**src/rtl/rs_ldst_sched.sv**
```systemverilog
// In-order allocate/issue scheduler for the load/store reservation station (ring of entries).
// Optional full-stall cycle counter enabled by defining RS_LDST_SCHED_PERF_EN.
module rs_ldst_sched #(
    parameter int ENT_NUM = 2,
    parameter int ENT_SEL = 1
) (
    input  logic               clk,
    input  logic               rst_n,
    input  logic               i_dp_req_1,
    input  logic               i_dp_req_2,
    input  logic               i_stall,
    input  logic               i_flush,
    input  logic [ENT_NUM-1:0] i_busy_vec,
    input  logic [ENT_NUM-1:0] i_vld_vec,
    input  logic               i_ex_ldst_rdy,
    output logic               o_alloc_vld_1,
    output logic [ENT_SEL-1:0] o_alloc_sel_1,
    output logic               o_alloc_vld_2,
    output logic [ENT_SEL-1:0] o_alloc_sel_2,
    output logic               o_stall_full,
    output logic               o_is_vld,
    output logic [ENT_SEL-1:0] o_is_sel,
    output logic [31:0]        o_perf_full_cyc
);
    localparam int CNT_W = ENT_SEL + 1;

    logic [ENT_SEL-1:0] r_head;
    logic [ENT_SEL-1:0] r_tail;
    logic [CNT_W-1:0]   r_count;

    logic [CNT_W-1:0]   w_nreq;
    logic [CNT_W-1:0]   w_free;
    logic [CNT_W-1:0]   w_nalloc;
    logic [CNT_W-1:0]   w_nissue;
    logic [ENT_SEL-1:0] w_sel_2;
    logic [ENT_SEL-1:0] w_tail_adv;
    logic               w_alloc;

    // Ring increment by explicit compare so ENT_NUM need not be a power of two.
    function automatic logic [ENT_SEL-1:0] f_wrap_inc(input logic [ENT_SEL-1:0] idx);
        if (idx == ENT_SEL'(ENT_NUM - 1)) begin
            f_wrap_inc = {ENT_SEL{1'b0}};
        end else begin
            f_wrap_inc = idx + ENT_SEL'(1);
        end
    endfunction

    assign w_nreq     = {{(CNT_W-1){1'b0}}, i_dp_req_1} + {{(CNT_W-1){1'b0}}, i_dp_req_2};
    assign w_free     = CNT_W'(ENT_NUM) - r_count;
    assign w_sel_2    = i_dp_req_1 ? f_wrap_inc(r_tail) : r_tail;
    assign w_tail_adv = i_dp_req_2 ? f_wrap_inc(w_sel_2) : w_sel_2;

    // A same-cycle issue deliberately does not free a slot for allocation.
    assign o_stall_full  = (w_free < w_nreq);
    assign w_alloc       = !i_stall && !o_stall_full && !i_flush;
    assign o_alloc_vld_1 = i_dp_req_1;
    assign o_alloc_vld_2 = i_dp_req_2;
    assign o_alloc_sel_1 = r_tail;
    assign o_alloc_sel_2 = w_sel_2;

    assign o_is_vld = (r_count != {CNT_W{1'b0}}) && i_vld_vec[r_head] && i_ex_ldst_rdy && !i_flush;
    assign o_is_sel = r_head;

    assign w_nalloc = w_alloc ? w_nreq : {CNT_W{1'b0}};
    assign w_nissue = {{(CNT_W-1){1'b0}}, o_is_vld};

    // Ring pointers and occupancy; flush empties the ring on the next edge.
    always_ff @(posedge clk or negedge rst_n) begin
        if (!rst_n) begin
            r_head  <= {ENT_SEL{1'b0}};
            r_tail  <= {ENT_SEL{1'b0}};
            r_count <= {CNT_W{1'b0}};
        end else if (i_flush) begin
            r_head  <= {ENT_SEL{1'b0}};
            r_tail  <= {ENT_SEL{1'b0}};
            r_count <= {CNT_W{1'b0}};
        end else begin
            if (w_alloc) begin
                r_tail <= w_tail_adv;
            end else begin
                r_tail <= r_tail;
            end
            if (o_is_vld) begin
                r_head <= f_wrap_inc(r_head);
            end else begin
                r_head <= r_head;
            end
            r_count <= r_count + w_nalloc - w_nissue;
        end
    end

`ifdef RS_LDST_SCHED_PERF_EN
    logic [31:0] r_perf_full_cyc;

    // Saturating count of cycles where a request was blocked by a full ring.
    always_ff @(posedge clk or negedge rst_n) begin
        if (!rst_n) begin
            r_perf_full_cyc <= 32'h0000_0000;
        end else if (o_stall_full && (w_nreq != {CNT_W{1'b0}}) && (r_perf_full_cyc != 32'hFFFF_FFFF)) begin
            r_perf_full_cyc <= r_perf_full_cyc + 32'h0000_0001;
        end else begin
            r_perf_full_cyc <= r_perf_full_cyc;
        end
    end

    assign o_perf_full_cyc = r_perf_full_cyc;
`else
    assign o_perf_full_cyc = 32'h0000_0000;
`endif

`ifndef SYNTHESIS
    // An occupied ring must have a busy entry at its head.
    always_ff @(posedge clk) begin
        if (rst_n && (r_count != {CNT_W{1'b0}}) && !i_busy_vec[r_head]) begin
            $error("rs_ldst_sched: head entry %0d not busy while count=%0d", r_head, r_count);
        end
    end
`endif
endmodule

```
**config.mk**
```make
export PLATFORM = sky130hd
export DESIGN_NAME = rs_ldst_sched
export DESIGN_NICKNAME = d
export VERILOG_FILES = /design/src/rtl/rs_ldst_sched.sv
export SDC_FILE = /design/constraint.sdc
export NUM_CORES = 1
export LEC_CHECK = 0
export CAP_MARGIN = 20
export CORE_MARGIN = 1
export CORE_UTILIZATION = 35
export DETAILED_ROUTE_END_ITERATION = 7
export PLACE_DENSITY_LB_ADDON = 0.12
export SETUP_SLACK_MARGIN = 0.5
export SLEW_MARGIN = 20
export SYNTH_ARGS = -nofsm -noshare
export SYNTH_HDL_FRONTEND = slang
export SYNTH_SLANG_ARGS = --single-unit
```
**constraint.sdc**
```tcl
create_clock -name clk -period 4.8 [get_ports clk]
set_input_delay 0.72 -clock clk [delete_from_list [all_inputs] [get_ports clk]]
set_output_delay 0.72 -clock clk [all_outputs]
set_load 0.1 [all_outputs]
```
==> run_results.csv, run 1 <==
group,metric,value,unit
synthesis,synth_seq_cells,4,
power_and_ir_drop,powerDensity,434,mW/mm^2
setup_path,r2r-start,"r_count[0]",
drt,vias,421,
setup_path,path_class,"in2out",
floorplan,core_area,0.00158,sq mm
power_and_ir_drop,ir_worst_vdd,0.000183,V
cts,clk_latency,0.23,ns
synthesis,yosysWarnings,0,
global_routing,grt_pass1_vias,300,
floorplan,io-pin-count,50,
cells_and_area,layout_commonest_cell,"conb_1",
placement,placed_cells,100,
cts,cts_buffer_depth,2,
cells_and_area,area_delta_synth_final,9.24,%
cts,ctsResizeCount,0,
setup_path,cp.buffers_inverters,2,
synthesis,async_reset_ff_frac,1.00,
timing,report.final.slew_viol_count,0,
power_and_ir_drop,finalPower,0.295,mW
setup_path,worstPathCellList,"clkdlybuf4s50_1 > nor4b_2 > clkdlybuf4s50_1",
timing,max_slew_margin,0.351,
floorplan,die_y,44.2,um
drt,drt-total-wl,828,um
synthesis,netlist_area,623,sq um
outcome,status,"finished clean",
floorplan,die_w,44.2,um
synthesis,synth_edf_count,0,
timing,hold_viol,0,
setup_path,worstSetupEndpointType,"output port",
timing,period_share,0.739,
global_routing,grt_pass1_wl,1230,um
timing,fin_crit,3.55,ns
drt,wl_per_cell,8.04,um
setup_path,worstPathArrival,2.83,ns
timing,tightestPinTransition,0.970,ns
cells_and_area,final_cell_mix,"conb_1, clkdlybuf4s50_1, inv_1, ha_1",
timing,fin_tns_setup,0,ns
drt,drt-initial-drc-count,10,
synthesis,synthFlopType,"dfrtp_1",
cells_and_area,finalNetCount,105,
placement,place_hpwl,729,um
drt,dr.pass1.iters,5,
floorplan,dieArea,0.00195,sq mm
setup_path,cp_slowest_cell,"clkdlybuf4s50_1",
drt,postRouteAntennaNets,0,
setup_path,startpoint,"i_flush",
cts,clock-sinks,4,
synthesis,yosysSeqAreaShare,0.161,
timing,setup_slack,1.25,ns
drt,viasPerCell,4.09,
global_routing,grt_usage,0.0869,
hold_path,min_path_type,"reg2reg",
setup_path,critPathMostFrequentCell,"clkdlybuf4s50_1",
cts,clkTransAtPathRegs,0.04,ns
global_routing,gr-total-overflow,0,
cells_and_area,antennaDiodeCount,0,
cts,numCtsBuffers,3,
synthesis,netlist_instances,72,
timing,finalSetupViolCount,0,
placement,placed_area,658,sq um
cts,htree_levels,1,
floorplan,rows,14,
synthesis,syn_area_per_cell,8.65,sq um
run,maxCapViolations,0,
timing,skew,0.00165,ns
placement,place_congestion,0.665,
cells_and_area,final_area,681,sq um
setup_path,cp.required,4.08,ns
setup_path,worst_path_largest_cell_delay,1.20,ns
setup_path,startpoint_type,"primary input",
floorplan,initial_core_util,0.395,
synthesis,synthDistinctLibCells,24,
power_and_ir_drop,p_leak,0.341,nW
placement,place_ws,1.22,ns
drt,drc,0,
timing,rsz0062_at_grt,"false",
cts,cts_setup_buffers,0,
cts,cts_tree,"done",
global_routing,grt_antenna_before_repair,0,
hold_path,worstHoldStart,"o_alloc_sel_1",
cts,cts_root_buf,"clkbuf_4",
placement,portBuffers,15,
cells_and_area,fillers,161,
timing,timing.fmax,0.282,GHz
cells_and_area,drive_above_1_share,0.0805,
setup_path,cp_top_family,"buffers and inverters",
cts,hold_buffers,0,
setup_path,critPathMaxFanout,6,
cells_and_area,instances_no_fill,103,
global_routing,grt_max_degree,7,
## path summary, 6_finish.rpt
kind,to,slack (ns),cells after the start
max,o_is_vld,1.25,3
min,o_alloc_sel_1,0.59,2
max reg2reg,r_count[1],2.24,12
min reg2reg,o_alloc_sel_1,0.59,2
max in group asynchronous,o_is_sel,3.95,1
min in group asynchronous,r_count[1],0.69,1
## state kept, by name, indices dropped and copies added (netlist names)
register / count
r_count: 2
o_alloc_sel_1: 1
o_is_sel: 1
## cells by family (layout without fill, tap and decap cells)
family | Yosys count | after routing | synth area share
other | 1 | 32 | 0.00602
adder cells (fa/ha/maj) | 5 | 5 | 0.100
flip-flops | 4 | 4 | 0.161
XOR/XNOR | 3 | 3 | 0.0643
AO/OA/AOI/OAI | 7 | 7 | 0.0763
AND/OR/NAND/NOR | 12 | 12 | 0.137
multiplexers | 1 | 1 | 0.0161
buffers and inverters | 39 | 23 | 0.440
## routing by layer
layer / up-vias / part of all wire / track usage
met1: 184 / 0.43 / 0.103
met4: 0 / 0 / 0.0545
li1: 209 / - / -
met5: - / 0 / 0
met3: 0 / 0.071 / 0.0245
met2: 28 / 0.50 / 0.138
## area by class of cell
cell class | count | area, sq um | area share
tap | 16 | 20.0 | 0.0294
clock buffer | 3 | 22.5 | 0.0331
multi-input combinational | 60 | 372 | 0.546
timing repair buffer | 15 | 148 | 0.217
inverter | 5 | 18.8 | 0.0276
sequential | 4 | 100 | 0.147
## worst reg2reg max path: stages, from the launching register on
cell,delay [ns]
dfrtp_1,0.38
inv_1,0.08
ha_1,0.27
inv_1,0.04
ha_1,0.23
or3b_1,0.41
nand4b_1,0.11
ha_1,0.23
inv_1,0.05
ha_1,0.14
xnor3_1,0.22
a31o_2,0.22
a21oi_1,0.11
## cell usage after synthesis (all sizes together), types with 2 or more instances
cell | number | area (sq um)
dfrtp | 4 | 100
buf | 34 | 255
nor2 | 2 | 7.51
inv | 5 | 18.8
ha | 5 | 62.6
a21oi | 4 | 20.0
## power by group
| part | switching, mW | internal, mW | total, mW |
|---|---|---|---|
| clock | 0.0119 | 0.0278 | 0.0397 |
| combinational | 0.179 | 0.0353 | 0.215 |
| sequential | 0.00340 | 0.0375 | 0.0409 |
## per-stage QoR
step / hold slack, ns / utilization
floorplan: 0.424 / -
global placement: 0.597 / 0.417
detailed placement: 0.591 / 0.417
CTS: 0.599 / 0.432
global route: 0.634 / 0.432
finish: 0.586 / 0.432
No activity file was read; power rests on OpenSTA's default activity.
==> run 2: changes to the inputs <==
Settings changed: CORE_UTILIZATION 35 to 29.
Clock period 4.8 ns to 3.2 ns, I/O delays scaled along.
==> run_results.csv, run 2 (synthesis results as in run 1) <==
group,metric,value,unit
power_and_ir_drop,powerDensity,630,mW/mm^2
cts,hold_buffers,0,
setup_path,worst_path_largest_cell_delay,0.41,ns
cells_and_area,area_delta_synth_final,21.7,%
cells_and_area,final_cell_mix,"conb_1, buf_4, clkdlybuf4s50_1",
placement,placed_cells,113,
placement,place_congestion,0.655,
timing,fin_crit,2.53,ns
setup_path,rrSetupSlack,0.67,ns
drt,dr.pass1.iters,3,
cells_and_area,instances_no_fill,118,
cts,cts_tree,"done",
hold_path,min_path_type,"in2async",
timing,skew,0.00911,ns
cts,htree_levels,1,
cts,clkTransAtPathRegs,0.04,ns
global_routing,grt_max_degree,7,
run,maxCapViolations,0,
cells_and_area,layout_commonest_cell,"conb_1",
drt,vias,427,
setup_path,worstPathCellList,"inv_1 > ha_1 > inv_1 > ha_1 > or3b_4 > nand4b_1 > ha_1 > inv_1 > ha_1 > xnor3_1 > a31o_2 > a21oi_2",
setup_path,cp_slowest_cell,"or3b_4",
drt,drt-initial-drc-count,15,
setup_path,worstPathArrival,2.70,ns
power_and_ir_drop,ir_worst_vdd,0.000210,V
placement,place_ws,0.178,ns
setup_path,cp.required,3.36,ns
drt,drt-total-wl,897,um
outcome,status,"finished clean",
floorplan,initial_core_util,0.314,
timing,hold_viol,0,
drt,wl_per_cell,7.60,um
setup_path,r2r-start,"r_count[0]",
cells_and_area,finalNetCount,108,
setup_path,rr_worst_depth,12,
global_routing,grt_pass1_vias,318,
timing,report.final.slew_viol_count,0,
cts,cts_buffer_depth,2,
setup_path,startpoint_type,"flop",
floorplan,die_w,48.4,um
cts,clock-sinks,4,
cells_and_area,drive_above_1_share,0.242,
cts,cts_root_buf,"clkbuf_4",
timing,period_share,0.792,
floorplan,io-pin-count,50,
cells_and_area,largest_reg_flops,2,
setup_path,r2r-end,"r_count[1]",
global_routing,gr-total-overflow,0,
cts,numCtsBuffers,3,
setup_path,cp.buffers_inverters,3,
global_routing,grt_pass1_wl,1480,um
timing,finalSetupViolCount,0,
setup_path,worstSetupEndpointType,"flop",
placement,portBuffers,15,
power_and_ir_drop,p_leak,0.385,nW
timing,setup_slack,0.665,ns
cells_and_area,regMostFlops,"r_count",
timing,timing.fmax,0.394,GHz
floorplan,core_area,0.00198,sq mm
drt,drc,0,
setup_path,critPathMostFrequentCell,"ha_1",
drt,viasPerCell,3.62,
floorplan,rows,16,
global_routing,grt_antenna_before_repair,0,
floorplan,die_y,48.4,um
setup_path,path_class,"reg2reg",
timing,fin_tns_setup,0,ns
global_routing,grt_usage,0.0876,
floorplan,dieArea,0.00234,sq mm
cells_and_area,antennaDiodeCount,0,
cts,clk_latency,0.24,ns
timing,rsz0062_at_grt,"false",
drt,postRouteAntennaNets,0,
setup_path,critPathMaxFanout,4,
setup_path,cp_top_family,"adder cells",
placement,place_hpwl,771,um
-- run 2: cell type report --
| class | instances | area (sq um) |
|---|---|---|
| Timing Repair Buffer | 18 | 169 |
| Clock buffer | 4 | 26.3 |
| Multi-Input combinational cell | 60 | 407 |
| Tap cell | 27 | 33.8 |
| Inverter | 5 | 18.8 |
| Fill cell | 208 | 1220 |
| Sequential cell | 4 | 104 |
-- run 2: how the worst max path moves through the flow --
stage | slack [ns] | to | startpoint | depth (start not counted)
after floorplan | 0.06 | r_count[1] | o_is_sel | 8
after global placement | 0.15 | r_count[1] | i_dp_req_2 | 12
after detailed placement | 0.18 | r_count[1] | i_dp_req_2 | 12
after CTS | 0.51 | r_count[1] | i_dp_req_1 | 12
after global routing | 0.51 | r_count[1] | r_count[0] | 12
final | 0.67 | r_count[1] | r_count[0] | 12
-- run 2: power breakdown --
group          leakage (nW)  internal [mW]  switching, mW  total (mW)
clock                0.0150         0.0468         0.0213      0.0682
sequential           0.0527         0.0566        0.00563      0.0623
combinational         0.318         0.0696          0.278       0.347
-- run 2: stage by stage --
stage | instance area [sq um] | power (mW) | hold WS (ns) | util
after floorplan | 769 | 0.384 | 0.184 | -
after global placement | 708 | 0.404 | 0.602 | 0.357
after detailed placement | 708 | 0.403 | 0.602 | 0.357
after CTS | 743 | 0.477 | 0.446 | 0.375
after global routing | 758 | 0.504 | 0.450 | 0.383
final | 758 | 0.478 | 0.448 | 0.383
-- run 2: timing repair --
action                                  in CTS  in global routing
pin swaps                                    1                  2
buffers inserted                             1                  0
gates resized for setup                      2                  4
endpoints found under the hold margin        0                  0
endpoints found under the setup margin       1                  1
-- run 2: layer usage --
layer,global-route usage,up-vias,part of all wire
li1,-,212,-
met1,0.0967,193,0.39
met2,0.124,22,0.54
met3,0.0346,0,0.067
met4,0.0882,0,0
met5,0,-,0
==> RTL edit, RTL diff (flow settings as in run 1) <==
Change the parameter `ENT_NUM` from 2 to 4.
--- a/src/rtl/rs_ldst_sched.sv
+++ b/src/rtl/rs_ldst_sched.sv
@@ -3,3 +3,3 @@
 module rs_ldst_sched #(
-    parameter int ENT_NUM = 2,
+    parameter int ENT_NUM = 4,
     parameter int ENT_SEL = 1
Ports: changed (resized i_busy_vec and i_vld_vec); port bits go from 50 to 54. The function was not compared with the original's and may differ.
==> RTL edit against run 1 <==
  * Area after synthesis shrank 0.60%
  * The flow now finishes with violations (DRC)
  * Power shrank 3.0%
  * Final area shrank 0.55%
  * Sequential cell count is the same
  * Largest cell class unchanged
  * Critical path depth is the same
  * Routed wire length shrank 0.97%
  * Worst setup slack gained 40 ps
  * Utilization shrank 0.24 points
==> RTL edit: results (changes against run 1) <==
- Register area share after synthesis: 16.16% (+0.097 points)
- Hold Slack: 587.8 ps (+1.711 ps)
- Total iterations of the first detailed-routing run: 6 (+1)
- Layout Skew: 0.5953 ps (-1.056 ps)
- Post-CTS Setup Bufs: 0 (unchanged)
- Vias: 405 (-3.8%)
- Antenna cells: 0 (unchanged)
- Max Fclk: 285.1 MHz (+1.2%)
- Vias in the first global route: 321 (+7.0%)
- Largest net degree at the start of global routing: 7 (unchanged)
- Post-Place Setup Slack: 1260 ps (+40.08 ps)
- Static power due to leakage: 0.3412 nW (+0.16%)
- Placer Congestion: 0.6773 (+1.8%)
- R2R depth: 11 (-1)
- Synth top cells by count: buf_4 (34), ha_1 (5), a21oi_1 (4), dfrtp_1 (4), inv_1 (4)
- Worst skew pair latency: 230 ps (about the same)
- Violated checks: DRC
- Fillers: 164 (+1.9%)
- Htree depth: 1 (unchanged)
- Actual slew at the worst max-slew pin: 966.7 ps (-3.430 ps)
- Final HPWL DP: 714.9 µm (-1.9%)
- FF-to-FF setup slack: 2220 ps (-20 ps)
- Final nets: 108 (+2.9%)
- DR DRC count: 3 (+3)
- GRT Total Usage: 8.983% (+0.29 points)
- Dominant cells by area after synthesis: buf_4 (41%), dfrtp_1 (16%), ha_1 (10%)
- Initial antenna violation count: 0 (unchanged)
- RR Endpoint: r_count[1]$_DFF_PN0_
- Reg clk slew, reported paths: 40 ps (about the same)
- Hold Path End: o_alloc_sel_1$_DFFE_PN0P_
- Worst Hold Path Cells: 2 (unchanged)
- Initial DRC Count: 9 (-1)
- Cell Area, Placed: 654.4 µm² (-0.57%)
- Status: finished with violations
- Share of post-route cells with drive strength above 1: 8.140% (+0.094 points)
- Resize count post-CTS: 0 (unchanged)
- Inserted Clock Buffers: 3 (unchanged)
- Critical Path Fanout Max: 6 (unchanged)
- Ys async rst share: 100.0% (unchanged)
- Top FF cell, synth: dfrtp_1
- Post-synthesis cell type count: 24 (unchanged)
- Worst IR Drop VDD: 161.0 µV (-12%)
- Slowest stage delay, CP: 1180 ps (-20 ps)
- First-pass GRT wire length: 1269 µm (+3.3%)
- Wire per inst: 8.039 µm (about the same)
- CP max stage cell: clkdlybuf4s50_1
- Hold Path Class: reg -> reg
- Synth warnings: 0 (unchanged)
- Worst Path Arrival: 2790 ps (-40 ps)
- Maxcap violations: 0 (unchanged)
- Largest reg by FF count: r_count
## RTL edit: cell count changes after synthesis
cell,change
inv_1,-1
## RTL edit: cells by family after synthesis
logic type,Yosys count,share of synthesized area (%)
buf+inv,38,43.63
simple gates,12,13.74
compound gates,7,7.677
fa+ha+maj,5,10.10
flops,4,16.16
xor+xnor,3,6.465
other cells,1,0.6055
mux,1,1.616
## RTL edit: cell type report
class | instances | area [µm²] | share of cell area, %
multi-input cells | 60 | 371.6 | 54.90
clock buffers | 3 | 22.52 | 3.327
inverters | 4 | 15.01 | 2.218
repair buffers | 15 | 147.6 | 21.81
flip-flops and latches | 4 | 100.1 | 14.79
well taps | 16 | 20.02 | 2.957
## RTL edit: worst max path at each step
stage,startpoint,endpoint,depth (start not counted)
4_1_cts,i_flush,o_is_vld,3
6_report,i_flush,o_is_vld,3
3_3_place_gp,i_flush,o_is_vld,3
5_1_grt,i_flush,o_is_vld,3
3_5_place_dp,i_flush,o_is_vld,3
2_1_floorplan,o_is_sel$_DFFE_PN0P_,r_count[1]$_DFF_PN0_,8
## RTL edit: per-layer routing
layer / part of all wire [%] / GRT usage, % / vias to the layer above / wire (µm)
met5: 0 / 0 / - / 0
li1: - / - / 204 / -
met3: 9.6 / 1.633 / 0 / 79
met2: 46 / 12.65 / 30 / 376
met1: 44 / 11.90 / 171 / 364
met4: 0 / 7.273 / 0 / 0
## RTL edit: tightest hold or removal path, cell delays in order (launching register included)
cell and delay (ps):
dfrtp_1 400, o41ai_1 70, a21oi_1 60
## RTL edit: power breakdown
part	internal [mW]	total (mW)	switching, mW
Clock	0.0279	0.0405	0.0126
Sequential	0.0367	0.0395	0.00279
Combinational	0.0317	0.206	0.175
## RTL edit: per-stage QoR
stage          std cells  power, mW
6_report             102     0.2862
5_1_grt              102     0.2977
4_1_cts              102     0.2899
3_5_place_dp          99     0.2466
3_3_place_gp          99     0.2471
2_1_floorplan        102     0.2435
